**src/rtl/pipe_ctrl.sv**
```systemverilog
// Sequencing controller for the 5-stage IF/ID/EX/MEM/WB pipeline: fetch handshake,
// per-stage valid bits, stall/squash resolution and perf counters.
module pipe_ctrl #(
    parameter int CNT_W = 64
) (
    input  logic             clk,
    input  logic             reset,
    output logic             ireq_valid,
    input  logic             iresp_ok,
    input  logic [4:0]       id_rs1,
    input  logic [4:0]       id_rs2,
    input  logic             id_use_rs1,
    input  logic             id_use_rs2,
    input  logic [4:0]       ex_dst,
    input  logic             ex_regwrite,
    input  logic             ex_is_load,
    input  logic             ex_redirect,
    input  logic             dmem_busy,
    output logic             pc_en,
    output logic             pc_redirect,
    output logic             ifbuf_load,
    output logic             ifid_en,
    output logic             idex_en,
    output logic             exmem_en,
    output logic             v_id,
    output logic             v_ex,
    output logic             v_mem,
    output logic             v_wb,
    output logic [CNT_W-1:0] cycle_cnt,
    output logic [CNT_W-1:0] stall_cnt,
    output logic [CNT_W-1:0] instret_cnt
);

    typedef enum logic [1:0] {
        F_IDLE,
        F_WAIT,
        F_HOLD,
        F_DROP
    } fetch_state_t;

    fetch_state_t state;
    fetch_state_t state_nx;

    logic mem_stall;
    logic load_use;
    logic redir;
    logic freeze_id;
    logic resp_in_wait;
    logic deliver;
    logic accept;

    always_comb begin
        mem_stall    = v_mem & dmem_busy;
        load_use     = v_ex & ex_is_load & ex_regwrite & (ex_dst != 5'd0) & v_id
                       & ((id_use_rs1 & (id_rs1 == ex_dst)) | (id_use_rs2 & (id_rs2 == ex_dst)));
        redir        = v_ex & ex_redirect & ~mem_stall;
        freeze_id    = mem_stall | load_use;
        resp_in_wait = (state == F_WAIT) & iresp_ok;
        deliver      = resp_in_wait | (state == F_HOLD);
        accept       = deliver & ~freeze_id & ~redir;
    end

    // Enables are forced low while reset is held so nothing upstream moves.
    always_comb begin
        pc_en       = accept & ~reset;
        pc_redirect = redir & ~reset;
        ifid_en     = accept & ~reset;
        ifbuf_load  = resp_in_wait & ~accept & ~redir & ~reset;
        idex_en     = ~mem_stall & ~reset;
        exmem_en    = ~mem_stall & ~reset;
    end

    always_comb begin
        state_nx = state;
        case (state)
            F_IDLE: state_nx = F_WAIT;
            F_WAIT: begin
                if (redir)
                    state_nx = iresp_ok ? F_IDLE : F_DROP;
                else if (accept)
                    state_nx = F_WAIT;
                else if (iresp_ok)
                    state_nx = F_HOLD;
            end
            F_HOLD: begin
                if (redir)
                    state_nx = F_IDLE;
                else if (accept)
                    state_nx = F_WAIT;
            end
            F_DROP: begin
                if (iresp_ok)
                    state_nx = F_IDLE;
            end
            default: state_nx = F_IDLE;
        endcase
    end

    always_ff @(posedge clk) begin
        if (reset) begin
            state      <= F_IDLE;
            ireq_valid <= 1'b0;
        end else begin
            state      <= state_nx;
            ireq_valid <= (state_nx == F_WAIT) || (state_nx == F_DROP);
        end
    end

    // A load-use stall holds ID and drops a bubble into EX; a MEM stall freezes
    // everything up to MEM and lets WB drain.
    always_ff @(posedge clk) begin
        if (reset) begin
            v_id  <= 1'b0;
            v_ex  <= 1'b0;
            v_mem <= 1'b0;
            v_wb  <= 1'b0;
        end else begin
            if (redir)
                v_id <= 1'b0;
            else if (!freeze_id)
                v_id <= accept;
            if (!mem_stall) begin
                v_ex  <= v_id & ~load_use & ~redir;
                v_mem <= v_ex;
            end
            v_wb <= v_mem & ~mem_stall;
        end
    end

    always_ff @(posedge clk) begin
        if (reset) begin
            cycle_cnt   <= '0;
            stall_cnt   <= '0;
            instret_cnt <= '0;
        end else begin
            cycle_cnt   <= cycle_cnt + CNT_W'(1);
            stall_cnt   <= stall_cnt + CNT_W'(freeze_id);
            instret_cnt <= instret_cnt + CNT_W'(v_wb);
        end
    end

endmodule

```
**config.mk**
```make
export PLATFORM = sky130hd
export DESIGN_NAME = pipe_ctrl
export DESIGN_NICKNAME = d
export VERILOG_FILES = /design/src/rtl/pipe_ctrl.sv
export SDC_FILE = /design/constraint.sdc
export NUM_CORES = 1
export LEC_CHECK = 0
export CAP_MARGIN = 20
export CORE_ASPECT_RATIO = 1.2
export CORE_UTILIZATION = 45
export CTS_BUF_LIST = sky130_fd_sc_hd__clkbuf_4 sky130_fd_sc_hd__clkbuf_8
export CTS_CLUSTER_DIAMETER = 100
export DETAILED_ROUTE_END_ITERATION = 8
export PLACE_DENSITY = 0.73
export SLEW_MARGIN = 30
export SYNTH_ARGS = -nofsm -noshare
export SYNTH_HDL_FRONTEND = slang
export SYNTH_SLANG_ARGS = --single-unit
```
**constraint.sdc**
```tcl
create_clock -name clk -period 5.65 [get_ports clk]
set_clock_uncertainty 0.2 [all_clocks]
set_input_delay 0.565 -clock clk [delete_from_list [all_inputs] [get_ports clk]]
set_output_delay 0.565 -clock clk [all_outputs]
set_load 0.05 [all_outputs]
```
======== Word level (Yosys, flattened, before mapping) ========
Index checks and enable logic that the tools add are counted.
word-level totals
  register bits ........................... 199
  word-level logic and storage cells ...... 62
  input bits .............................. 24
  output and inout bits ................... 203
operators by class
  add/subtract/negate cells ............... 3
  bitwise gates (word level) .............. 31
  equality and inequality tests ........... 7
  mux-type cells .......................... 8
  reductions and logical operators ........ 4
operators with widths
  kind                     count
  $add A64 B1 Y64          2
  $add A64 B1 Y64 const B  1
  $and A1 B1 Y1            22
  $mux W2                  7
  $eq A5 B5 Y1             2
  $pmux W2 S4              1
  $eq A2 B2 Y1 const B     3
  $not A1 Y1               6
  $reduce_bool A5 Y1       1
  $eq A2 B1 Y1 const B     2
  $or A1 B1 Y1             3
  $logic_not A2 Y1         1
  $reduce_or A2 Y1         1
  $logic_or A1 B1 Y1       1

======== Longest topological paths before layout ========
Gate-level depths: netlist of run 1.
  depth after elaboration ................. 14
  mapped depth ............................ 15
  gate-level depth less buffers ........... 12

======== Worst setup path before layout of run 1 ========
OpenSTA, ideal clock, no wires.
  path type ............................... input-to-reg
  start ................................... in ex_dst[0]
  end ..................................... reg stall_cnt[40]
  required time ........................... 5.322 ns
  arrival ................................. 3.481 ns
  setup time .............................. 0.128 ns
  path buffers ............................ 3
  cell stages on the path ................. 15
  setup slack ............................. 1.842 ns
  cell sequence ........................... xor2_1 nor4_1 nand3_1 a221o_1 nand2_1 ha_1 ha_1 clkbuf_1 and4_1 clkbuf_1 and4_1 clkbuf_1 or3b_1 xor2_1 nor2_1
on the way
  cells in the longest elaborated chain, start to end .. 6
  elaborated cells on any way between the ends .. 11
  those cells by class .................... 1 x add/sub; 2 x eq/ne; 7 x bitwise; 1 x reduce/logical
ends and longest elaborated chain
  item                                                line    text
  start, declared                                     14      input logic [4:0] ex_dst,
  $eq A5 B5 Y1 or $reduce_bool A5 Y1 (tied branches)  55, 54
  $and A1 B1 Y1 (on tied branches)                    55, 54
  $or A1 B1 Y1 or $and A1 B1 Y1 (tied branches)       55, 54
  $and A1 B1 Y1 *                                     55      & ((id_use_rs1 & (id_rs1 == ex_dst)) | (id_use_rs2 & (id_rs2 == ex_dst)));
  $or A1 B1 Y1 *                                      57      freeze_id = mem_stall | load_use;
  $add A64 B1 Y64 *                                   137     stall_cnt <= stall_cnt + CNT_W'(freeze_id);
  end signal, assigned                                137
  end, declared                                       30      output logic [CNT_W-1:0] stall_cnt,
Every way passes the cells marked *; elsewhere a longest branch is shown, timed or not.
A chain may end at the register's enable or synchronous reset.

======== Worst setup path after layout of run 1 ========
Ends and elaborated chain as after synthesis.

==> results of run 1 <==
critical path, cell delays in order:
cell and delay (ns):
sky130_fd_sc_hd__clkdlybuf4s50_1 0.48, sky130_fd_sc_hd__xor2_1 0.19, sky130_fd_sc_hd__nor4_1 0.27, sky130_fd_sc_hd__nand3_1 0.10, sky130_fd_sc_hd__a221o_1 0.46, sky130_fd_sc_hd__nand2_1 0.14
sky130_fd_sc_hd__ha_1 0.25, sky130_fd_sc_hd__ha_1 0.35, sky130_fd_sc_hd__and4_1 0.38, sky130_fd_sc_hd__and4_1 0.38, sky130_fd_sc_hd__or3b_1 0.39, sky130_fd_sc_hd__xor2_1 0.15
sky130_fd_sc_hd__nor2_1 0.05
through the flow:
stage / setup slack [ns] / std cells / power [mW] / cell area (um2)
2_1_floorplan: 1.84 / 1074 / 1.48 / 9050
4_1_cts: 1.61 / 1547 / 2.45 / 11900
3_3_place_gp: 1.22 / 1515 / 1.52 / 11500
6_report: 1.60 / 1547 / 2.42 / 11900
3_5_place_dp: 1.13 / 1515 / 1.52 / 11500
5_1_grt: 1.35 / 1547 / 2.51 / 11900
worst paths after layout:
| path | start | to | slack, ns | cells past startpoint |
|---|---|---|---|---|
| min reg2reg | stall_cnt[62] | stall_cnt[62] | 0.30 | 2 |
| min | stall_cnt[62] | stall_cnt[62] | 0.30 | 2 |
| max reg2reg | v_ex | stall_cnt[40] | 2.10 | 10 |
| max | ex_dst[0] | stall_cnt[40] | 1.60 | 13 |
power groups by stage:
stage	Clock, mW	Sequential [mW]	Combinational, mW
final	0.931	1.40	0.0855
after global routing	1.02	1.40	0.0922
after CTS	0.960	1.40	0.0866
after detailed placement	0	1.44	0.0864
after global placement	0	1.44	0.0858
after floorplan	0	1.45	0.0392
sequential cells by signal, indices dropped and copies added (netlist names):
register	count
v_mem	1
v_wb	1
v_id	1
v_ex	1
cycle_cnt	64
instret_cnt	64
stall_cnt	64
state	2
layer usage:
metal	global-route usage (%)	share of wire, %	up-vias	routed length, um
met5	0	0	-	0
met4	8.86	2.6	0	599
met3	4.35	4.4	33	1010
met2	39.4	49	201	11200
met1	26.4	44	3835	10000
li1	-	-	4051	-
cells in the mapped netlist (all sizes together):
| cell type | number | area (um2) |
|---|---|---|
| o2111a | 1 | 11.3 |
| nand4b | 1 | 8.76 |
| xor2 | 88 | 771 |
| xnor2 | 87 | 762 |
| dfxtp | 198 | 3960 |
| clkbuf | 41 | 154 |
| inv | 28 | 105 |
| nand3 | 69 | 345 |
| or4 | 3 | 26.3 |
| nand2b | 3 | 18.8 |
| a21bo | 1 | 10.0 |
| a32oi | 1 | 8.76 |
| o2bb2ai | 1 | 8.76 |
| or2 | 3 | 18.8 |
| nor3b | 1 | 7.51 |
| a311oi | 1 | 8.76 |
| o21ai | 22 | 110 |
| nand4 | 54 | 344 |
| or3b | 1 | 8.76 |
| nor2 | 185 | 694 |
| nor2b | 6 | 37.5 |
| nor3 | 47 | 275 |
| a221o | 1 | 10.0 |
| ha | 6 | 75.1 |
| and4 | 20 | 175 |
| nand2 | 72 | 270 |
| a21oi | 27 | 135 |
| and2 | 14 | 87.6 |
| a21boi | 1 | 7.51 |
| nand3b | 1 | 7.51 |
| or3 | 24 | 150 |
| buf | 8 | 53.8 |
| nor4 | 30 | 200 |
| nor4bb | 1 | 10.0 |
| a22oi | 1 | 7.51 |
| and3 | 26 | 163 |
logic make-up (layout without fill, tap and decap cells):
logic type	Yosys count	count (layout)	synth area share [%]
adder cells (fa/ha/maj)	6	6	0.829
XOR/XNOR	175	175	16.9
AO/OA/AOI/OAI	57	57	3.51
buffers and inverters	77	289	3.46
flip-flops	198	198	43.8
AND/OR/NAND/NOR	561	561	31.5
final cells by class:
type	instances	area share [%]
clock buffers	19	2.10
multi-input cells	799	40.3
repair buffers	229	19.3
inverters	28	0.886
flip-flops and latches	198	33.4
well taps	261	2.75
clock inverters	13	1.31
==> parameters.txt, run 1 <==
Parameter                              Value

Synthesis
  Number of storage elements in the synthesis netlist ... 198
  Sequential share of the synthesized area ... 43.8%
  Combined area of all synthesized cells ... 0.00905 mm2
  Unique cell type count in the Yosys netlist ... 44
  Syn avg cell area ... 8.43 um2
  Syn_nets ... 1,104
  Number of synthesis warnings ... 0
  Number of instances in the synthesized netlist ... 1,074

Worst setup path
  Setup crit end kind ... register
  Crit path launch type ... input port
  Required time of the worst setup path ... 5.79 ns
  Crit Path Class ... input port to register
  Arrival time worst endpoint ... 4.19 ns
  Peak fanout along the critical path ... 8

Place
  Weighted congestion at the end of routability-driven global placement ... 0.844
  Detailed Place HPWL ... 16,300 um
  Number of buffer cells added on primary ports ... 226

GRT
  Overall global routing resource usage ... 22.2%
  Number of global-route vias before repair ... 7,593
  Global route total overflow ... 0
  Number of antenna violations at the first check in global routing ... 0
  Wire length of the first global-routing pass ... 37,500 um
  Pin count of the biggest net entering global routing ... 123

Clocking
  Number of clock sinks ... 198
  CTS root buf ... sky130_fd_sc_hd__clkbuf_8
  TritonCTS clock tree ... done
  CTS clock-pin slew for the worst setup and hold paths ... 0.10 ns
  Total of cells resized after clock tree synthesis ... 0
  Hold Buf Count CTS ... 0
  Setup repair bufs after CTS ... 0
  CTS H-tree lvls ... 4
  Latest clock arrival within the worst-skew pair ... 0.48 ns
  Number of buffers inserted during clock tree synthesis ... 17
  Buffer depth of the longest clock path ... 2

Power
  Clock network fraction of total power ... 38.5%
  Switching fraction of total power ... 25.1%
  Pleak ... 3.84 nW
  Net switching power of the design ... 607 uW
  Cell-internal power ... 1.81 mW
  Proportion of power drawn by flip-flops and latches ... 58.0%
  Cell area power density ... 204 mW/mm2
  Combinational share of power ... 3.5%
  Peak supply drop ... 0.000137 V

Routing
  Post-route DRC violation count ... 0
  Detailed-route wire length per cell ... 14.7 um
  Vias per cell ... 5.25
  Iteration-0 DRC count of the detailed router ... 408
  Post-route ant nets ... 0
  Via count ... 8,120
  DR pass1 iterations ... 5
  Total length of routed wires ... 22,800 um

Finish
  Area of the multi-input gates ... 0.00477 mm2
  FF/Latch Area ... 0.00396 mm2
  Signed area change from the synthesized netlist to the final layout ... 31.0%
  Fraction of layout cells with a size suffix above 1 ... 3.97%
  Final Util ... 60.5%
  Most frequent cells in the layout ... sky130_fd_sc_hd__clkdlybuf4s50_1, sky130_fd_sc_hd__dfxtp_1, sky130_fd_sc_hd__nor2_1, sky130_fd_sc_hd__xor2_1, sky130_fd_sc_hd__xnor2_1
  Commonest non-fill, non-tap cell in the layout ... sky130_fd_sc_hd__clkdlybuf4s50_1
  Filler cells ... 1,787
  Antenna cell count ... 0
  Fin nets ... 1,303

Floorplanning
  Horiz. Die Dim ... 131 um
  Core Box Area ... 0.0196 mm2
  Die Height ... 157 um
  I/O pin cnt ... 227
  Row count ... 56
  Die area ... 0.0207 mm2
  Initial standard-cell utilization of the core ... 46.1%

Timing
  Count of pins over their slew limit ... 0
  Total of endpoints with negative setup slack in the final report ... 0
  Max_slew headroom ... 37.6%
  Part of the cycle the worst path needs ... 71.6%
  Time the final worst path needs with I/O delays and setup ... 4.05 ns
  Worst slew pin tran ... 0.936 ns
  Setup TNS Final ... 0 ns
  Setup repair after global routing missed its margin ... false
  Final-layout worst hold slack ... 0.303 ns
  Hold Fails Final Rpt ... 0
  Max Clk Rate ... 0.247 GHz

Job
  Number of max-cap violations ... 0

Run status
  Result of the run ... finished clean

Worst hold path
  Path type of the worst min-delay path ... register to register
Note: power is estimated with default switching activity, not from simulation.
==> run 2: changes to the inputs <==
==> constraint.sdc (replaced) <==
create_clock -name clk -period 3.8 [get_ports clk]
set_clock_uncertainty 0.2 [all_clocks]
set_input_delay 0.38 -clock clk [delete_from_list [all_inputs] [get_ports clk]]
set_output_delay 0.38 -clock clk [all_outputs]
set_load 0.05 [all_outputs]
==> run 2 against run 1 <==
Compared with the run above: final area rose by 0.82%; hold slack better by 0.0077 ns; sequential cell count unchanged; first-iteration DRC count fell by 7.8%; routed wire length decreased by 0.75%; non-clock buffer count increased by 11; combinational power up 51%; die area unchanged; count of clock-buffer cells in the layout rose by 1; clock power is 48% higher; global-route usage fell by 0.35 points; setup slack lost 1.3 ns.
==> parameters.txt, run 2 (synthesized netlist as in run 1, its figures left out) <==
Parameter                              Value

Routing
  Post-route DRC violation count ... 0
  DR pass1 iterations ... 5
  Post-route ant nets ... 0
  Total length of routed met3 wires ... 1180 um
  Via count ... 8,063
  Routed metal-1 wire length ... 9860 um
  Uppermost layer routed ... met4
  Total length of routed wires ... 22,600 um
  Detailed-route wire length per cell ... 14.5 um
  Iteration-0 DRC count of the detailed router ... 376
  Vias per cell ... 5.18
  Sum of met2 wire segment lengths after detailed routing ... 11,200 um

Finish
  Fraction of layout cells with a size suffix above 1 ... 4.78%
  Fin nets ... 1,314
  Signed area change from the synthesized netlist to the final layout ... 32.1%
  Area of the multi-input gates ... 0.00477 mm2
  Commonest non-fill, non-tap cell in the layout ... sky130_fd_sc_hd__clkdlybuf4s50_1
  FF/Latch Area ... 0.00396 mm2
  Filler cells ... 1,737
  Registers with the most flip-flops ... cycle_cnt (64), instret_cnt (64), stall_cnt (64)
  Non-filler cells in the finished layout ... 1,558
  Antenna cell count ... 0
  Most frequent cells in the layout ... sky130_fd_sc_hd__clkdlybuf4s50_1, sky130_fd_sc_hd__dfxtp_1, sky130_fd_sc_hd__nor2_1, sky130_fd_sc_hd__xor2_1, sky130_fd_sc_hd__xnor2_1
  Post-route cell area ... 0.0120 mm2

Floorplanning
  I/O pin cnt ... 227
  Horiz. Die Dim ... 131 um
  Row count ... 56
  Die area ... 0.0207 mm2
  Core Box Area ... 0.0196 mm2
  Initial standard-cell utilization of the core ... 46.1%
  Die Height ... 157 um

Worst setup path
  Peak fanout along the critical path ... 7
  Crit Path Class ... input port to output pin
  Crit path launch type ... input port
  Stage delay of the slowest cell on the critical path ... 0.71 ns
  Worst flop-to-flop path endpoint ... stall_cnt[40]
  Crit path max-delay cell type ... sky130_fd_sc_hd__clkdlybuf4s50_1
  Setup crit end kind ... output pin
  Launching point of the worst reg2reg path ... v_ex
  Critical path cell sequence ... clkdlybuf4s50_1, xor2_1, nor4_1, nand3_1, a221o_1, buf_4, and3_1, clkdlybuf4s50_1
  Required time of the worst setup path ... 3.22 ns
  Cell count of the worst reg-to-reg path ... 10
  Flop-to-flop setup slack ... 1.00 ns
  Arrival time worst endpoint ... 2.90 ns
  Most frequent CP cell ... sky130_fd_sc_hd__clkdlybuf4s50_1

GRT
  Number of antenna violations at the first check in global routing ... 0
  Pin count of the biggest net entering global routing ... 94
  Overall global routing resource usage ... 21.9%
  Wire length of the first global-routing pass ... 36,900 um
  Number of global-route vias before repair ... 7,561
  Global route total overflow ... 0

Timing
  Max Clk Rate ... 0.287 GHz
  Time the final worst path needs with I/O delays and setup ... 3.48 ns
  Setup repair after global routing missed its margin ... false
  Max_slew headroom ... 36.4%
  Total of endpoints with negative setup slack in the final report ... 0
  Part of the cycle the worst path needs ... 91.6%
  Count of pins over their slew limit ... 0
  Worst slew pin tran ... 0.954 ns
  Setup TNS Final ... 0 ns
  Hold Fails Final Rpt ... 0

Power
  Cell area power density ... 300 mW/mm2
  Peak supply drop ... 0.000201 V
  Pleak ... 3.89 nW

Clocking
  Latest clock arrival within the worst-skew pair ... 0.45 ns
  CTS clock-pin slew for the worst setup and hold paths ... 0.10 ns
  CTS H-tree lvls ... 4
  Number of buffers inserted during clock tree synthesis ... 17
  TritonCTS clock tree ... done
  Number of clock sinks ... 198
  CTS root buf ... sky130_fd_sc_hd__clkbuf_8
  Buffer depth of the longest clock path ... 2

Place
  Detailed Place HPWL ... 16,500 um
  Post-DP Area ... 0.0115 mm2
  Number of placed instances with taps included ... 1,525
  Number of buffer cells added on primary ports ... 226
  Weighted congestion at the end of routability-driven global placement ... 0.824

Worst hold path
  Path type of the worst min-delay path ... register to register
  Hold wc startpoint ... instret_cnt[41]
  Hold worst-path end ... instret_cnt[41]
  Worst hold path cell count ... 2

Job
  Number of max-cap violations ... 0

Run status
  Result of the run ... finished clean
## run 2: critical path: cells and delay by family
kind,cells,cell delay (ns)
buffers and inverters,3,1.35
AND/OR/NAND/NOR,3,0.61
AO/OA/AOI/OAI,1,0.35
XOR/XNOR,1,0.19
## run 2: what timing repair did
action | CTS | global route
resized for setup | 0 | 0
hold buffers | 1 | 0
endpoints found under the hold margin | 11 | 0
setup buffers | 0 | 0
## run 2: layout make-up
| class | count | share of cell area, % |
|---|---|---|
| Timing Repair Buffer | 240 | 19.9 |
| Clock inverter | 12 | 1.10 |
| Tap cell | 261 | 2.73 |
| Sequential cell | 198 | 33.1 |
| Clock buffer | 20 | 2.30 |
| Multi-Input combinational cell | 799 | 39.9 |
| Inverter | 28 | 0.879 |
## run 2: worst max-delay path by stage
stage               startpoint       endpoint  depth (start not counted)
floorplan                 v_ex  stall_cnt[40]                         14
global placement     ex_dst[0]  stall_cnt[40]                         13
detailed placement   ex_dst[3]  stall_cnt[60]                         14
CTS                  ex_dst[3]          pc_en                          8
global route         ex_dst[0]          pc_en                          8
finish               ex_dst[3]          pc_en                          8
## run 2: power breakdown
| group | internal, mW | total, mW | switching, mW |
|---|---|---|---|
| Clock | 0.598 | 1.38 | 0.778 |
| Combinational | 0.0469 | 0.129 | 0.0816 |
| Sequential | 2.08 | 2.09 | 0.00746 |
| Total | 2.72 | 3.59 | 0.868 |
## run 2: metrics by stage
step                util (%)  hold slack (ns)  setup slack [ns]  power (mW)
floorplan                  -            0.256             0.110        2.21
global placement        58.8            0.284             0.199        2.26
detailed placement      58.8            0.295             0.161        2.26
CTS                     61.0            0.309             0.298        3.64
global route            61.0            0.336             0.197        3.74
finish                  61.0            0.310             0.319        3.59
## run 2: routing by layer
metal	vias up	track usage [%]
met1	3771	26.1
met3	21	5.19
met4	0	6.76
li1	4068	-
met5	-	0
met2	203	38.7
==> variant, RTL diff (config.mk and constraints of run 2) <==
`CNT_W`: 64 -> 32.
--- a/src/rtl/pipe_ctrl.sv
+++ b/src/rtl/pipe_ctrl.sv
@@ -1,7 +1,7 @@
 // Sequencing controller for the 5-stage IF/ID/EX/MEM/WB pipeline: fetch handshake,
 // per-stage valid bits, stall/squash resolution and perf counters.
 module pipe_ctrl #(
-    parameter int CNT_W = 64
+    parameter int CNT_W = 32
 ) (
     input  logic             clk,
     input  logic             reset,
Interface: changed (resized cycle_cnt, instret_cnt and stall_cnt); port bits go from 227 to 131. The function was not compared with the original's and may differ.
==> variant against run 2 <==
  * Critical path depth decreased by 1
  * Sequential cell count decreased by 96
  * Global-route usage decreased by 1.4 points
  * Maximum frequency increased by 7.9%
  * Synthesized area decreased by 49%
  * Total power decreased by 50%
  * Clock power decreased by 57%
  * Synthesized cell count decreased by 50%
  * Wire length decreased by 53%
  * Utilization increased by 0.95 points
  * Cell area decreased by 48%
  * Worst setup slack improved by 250 ps
  * Via count decreased by 48%
  * Critical endpoint is now ifbuf_load
==> variant: results (changes against run 2) <==
cts:
  cts_setup_buffers: 0  # unchanged
  hold_buffers: 0  # -1
  clk_pin_slew_ps: 90
  htree_levels: 3  # -1
  cts_buffers: 9  # -8
  clk_latency_ps: 360  # -90 ps
  clockBufferDepth: 2  # unchanged
pwr:
  power.internal_uw: 1360  # -50%
  ir_worst_vdd_mv: 0.182  # -9.5%
  power.leakage_uw: 0.00212  # -45%
layout:
  instances_no_fill: 790  # -49%
  drive_above_1_share: 0.0437  # -0.00413
  n_antenna_cell: 0  # unchanged
  top_regs: "cycle_cnt (32), instret_cnt (32), stall_cnt (32)"
  nNetsFinal: 690  # -47%
routing:
  drt_iter0_drc: 164  # -56%
  vias: 4201  # -48%
  totalWireLength_um: 10600  # -53%
  dr.pass1.iters: 5  # unchanged
  ant_nets: 0  # unchanged
critical_path:
  arrival_ps: 2650  # -250 ps
  crit-reg2reg-launch: "v_ex"
  crit_path_max_fanout: 5  # -2
  startpoint: "ex_dst[1]"
  cp_top_family: "buffers and inverters"
  crit_slowest_cell: "clkdlybuf4s50_1"
  cpPeakStageDelay_ps: 840  # +130 ps
global_routing:
  grt.total_usage: 0.205  # -0.0138
  grt_pass1_vias: 3886  # -49%
  grt_max_degree: 65  # -31%
  grt_pass1_wl_um: 17800  # -52%
synthesis:
  syn_inst: 535  # -50%
  async_flop_share: 0  # unchanged
  ys_top_cells_by_count: "dfxtp_1 (102), nor2_1 (94), xor2_1 (54)"
  yosysUniqueCellTypes: 44  # unchanged
  synth_top_area_share: 0.440  # +0.00255
  synthesis.nets: 564  # -49%
  yosysWarningCount: 0  # unchanged
  synth_seq_area_share: 0.440  # +0.00255
  ys_top_cells_by_area: "dfxtp_1 (44%), xor2_1 (10%), nor2_1 (7.6%)"
worst_hold_path:
  min_from: "cycle_cnt[5]"
outcome:
  status: "finished clean"
placed_design:
  dpl.hpwl_um: 7790  # -53%
  placed_cells: 776  # -49%
  dp_slack_ps: 324  # +163 ps
  place_area_um2: 6040  # -48%
  gp_congestion: 0.783  # -5.1%
  port_buffers: 130  # -42%
timing:
  finalHoldViolCount: 0  # unchanged
  slew_headroom: 0.506  # +0.142
[variant: changes by cell type after synthesis, sizes merged, moves of 30 or more]
cell,before,now
dfxtp,198,102
nor2,185,95
xnor2,87,37
nand2,72,36
xor2,88,54
nor3,47,14
nand3,69,39
[variant: kinds of logic after synthesis]
group,after synthesis,synth area share
buffers and inverters,27,0.0240
AOI/OAI and AO/OA,28,0.0351
muxes,1,0.00216
and+or+nand+nor,281,0.313
DFF,102,0.440
xor gates and xnor gates,91,0.172
adders and majority gates,5,0.0135
[variant: routing by layer]
layer,track usage,up-vias,routed length [um]
met2,0.347,115,5220
li1,-,2104,-
met1,0.253,1971,4740
met5,0,-,0
met4,0.0636,0,126
met3,0.0504,11,557
[variant: area by class of cell]
type | instances | area [um^2]
well taps | 126 | 158
flip-flops and latches | 102 | 2040
fillers | 894 | 3810
repair buffers | 134 | 1330
clock buffers | 10 | 131
clock inverters | 4 | 26.3
inverters | 8 | 30.0
multi-input cells | 406 | 2480
[variant: path summary, 6_finish.rpt]
| kind | endpoint | slack (ps) | cells past startpoint |
|---|---|---|---|
| min reg2reg | cycle_cnt[5] | 320 | 2 |
| max reg2reg | stall_cnt[16] | 1040 | 12 |
| max | ifbuf_load | 570 | 7 |
| min | cycle_cnt[5] | 320 | 2 |
[variant: worst reg2reg max path: stages, from the launching register on]
cell     delay [ps]
dfxtp_1         410
nand4_1         120
a21oi_1         310
nand2_1         150
nand2_1         100
ha_1            170
ha_1            210
nand4_1         150
nor4_2          280
buf_4           210
nand4_1         130
xor2_1          160
nor2_1           50
[variant: power by group through the flow]
stage                     combinational (uW)  sequential, uW  clock (uW)
after floorplan                         47.8            1120           0
after global placement                   111            1110           0
after detailed placement                 112            1110           0
after CTS                                112            1080         611
after global routing                     119            1080         657
final                                    111            1080         590
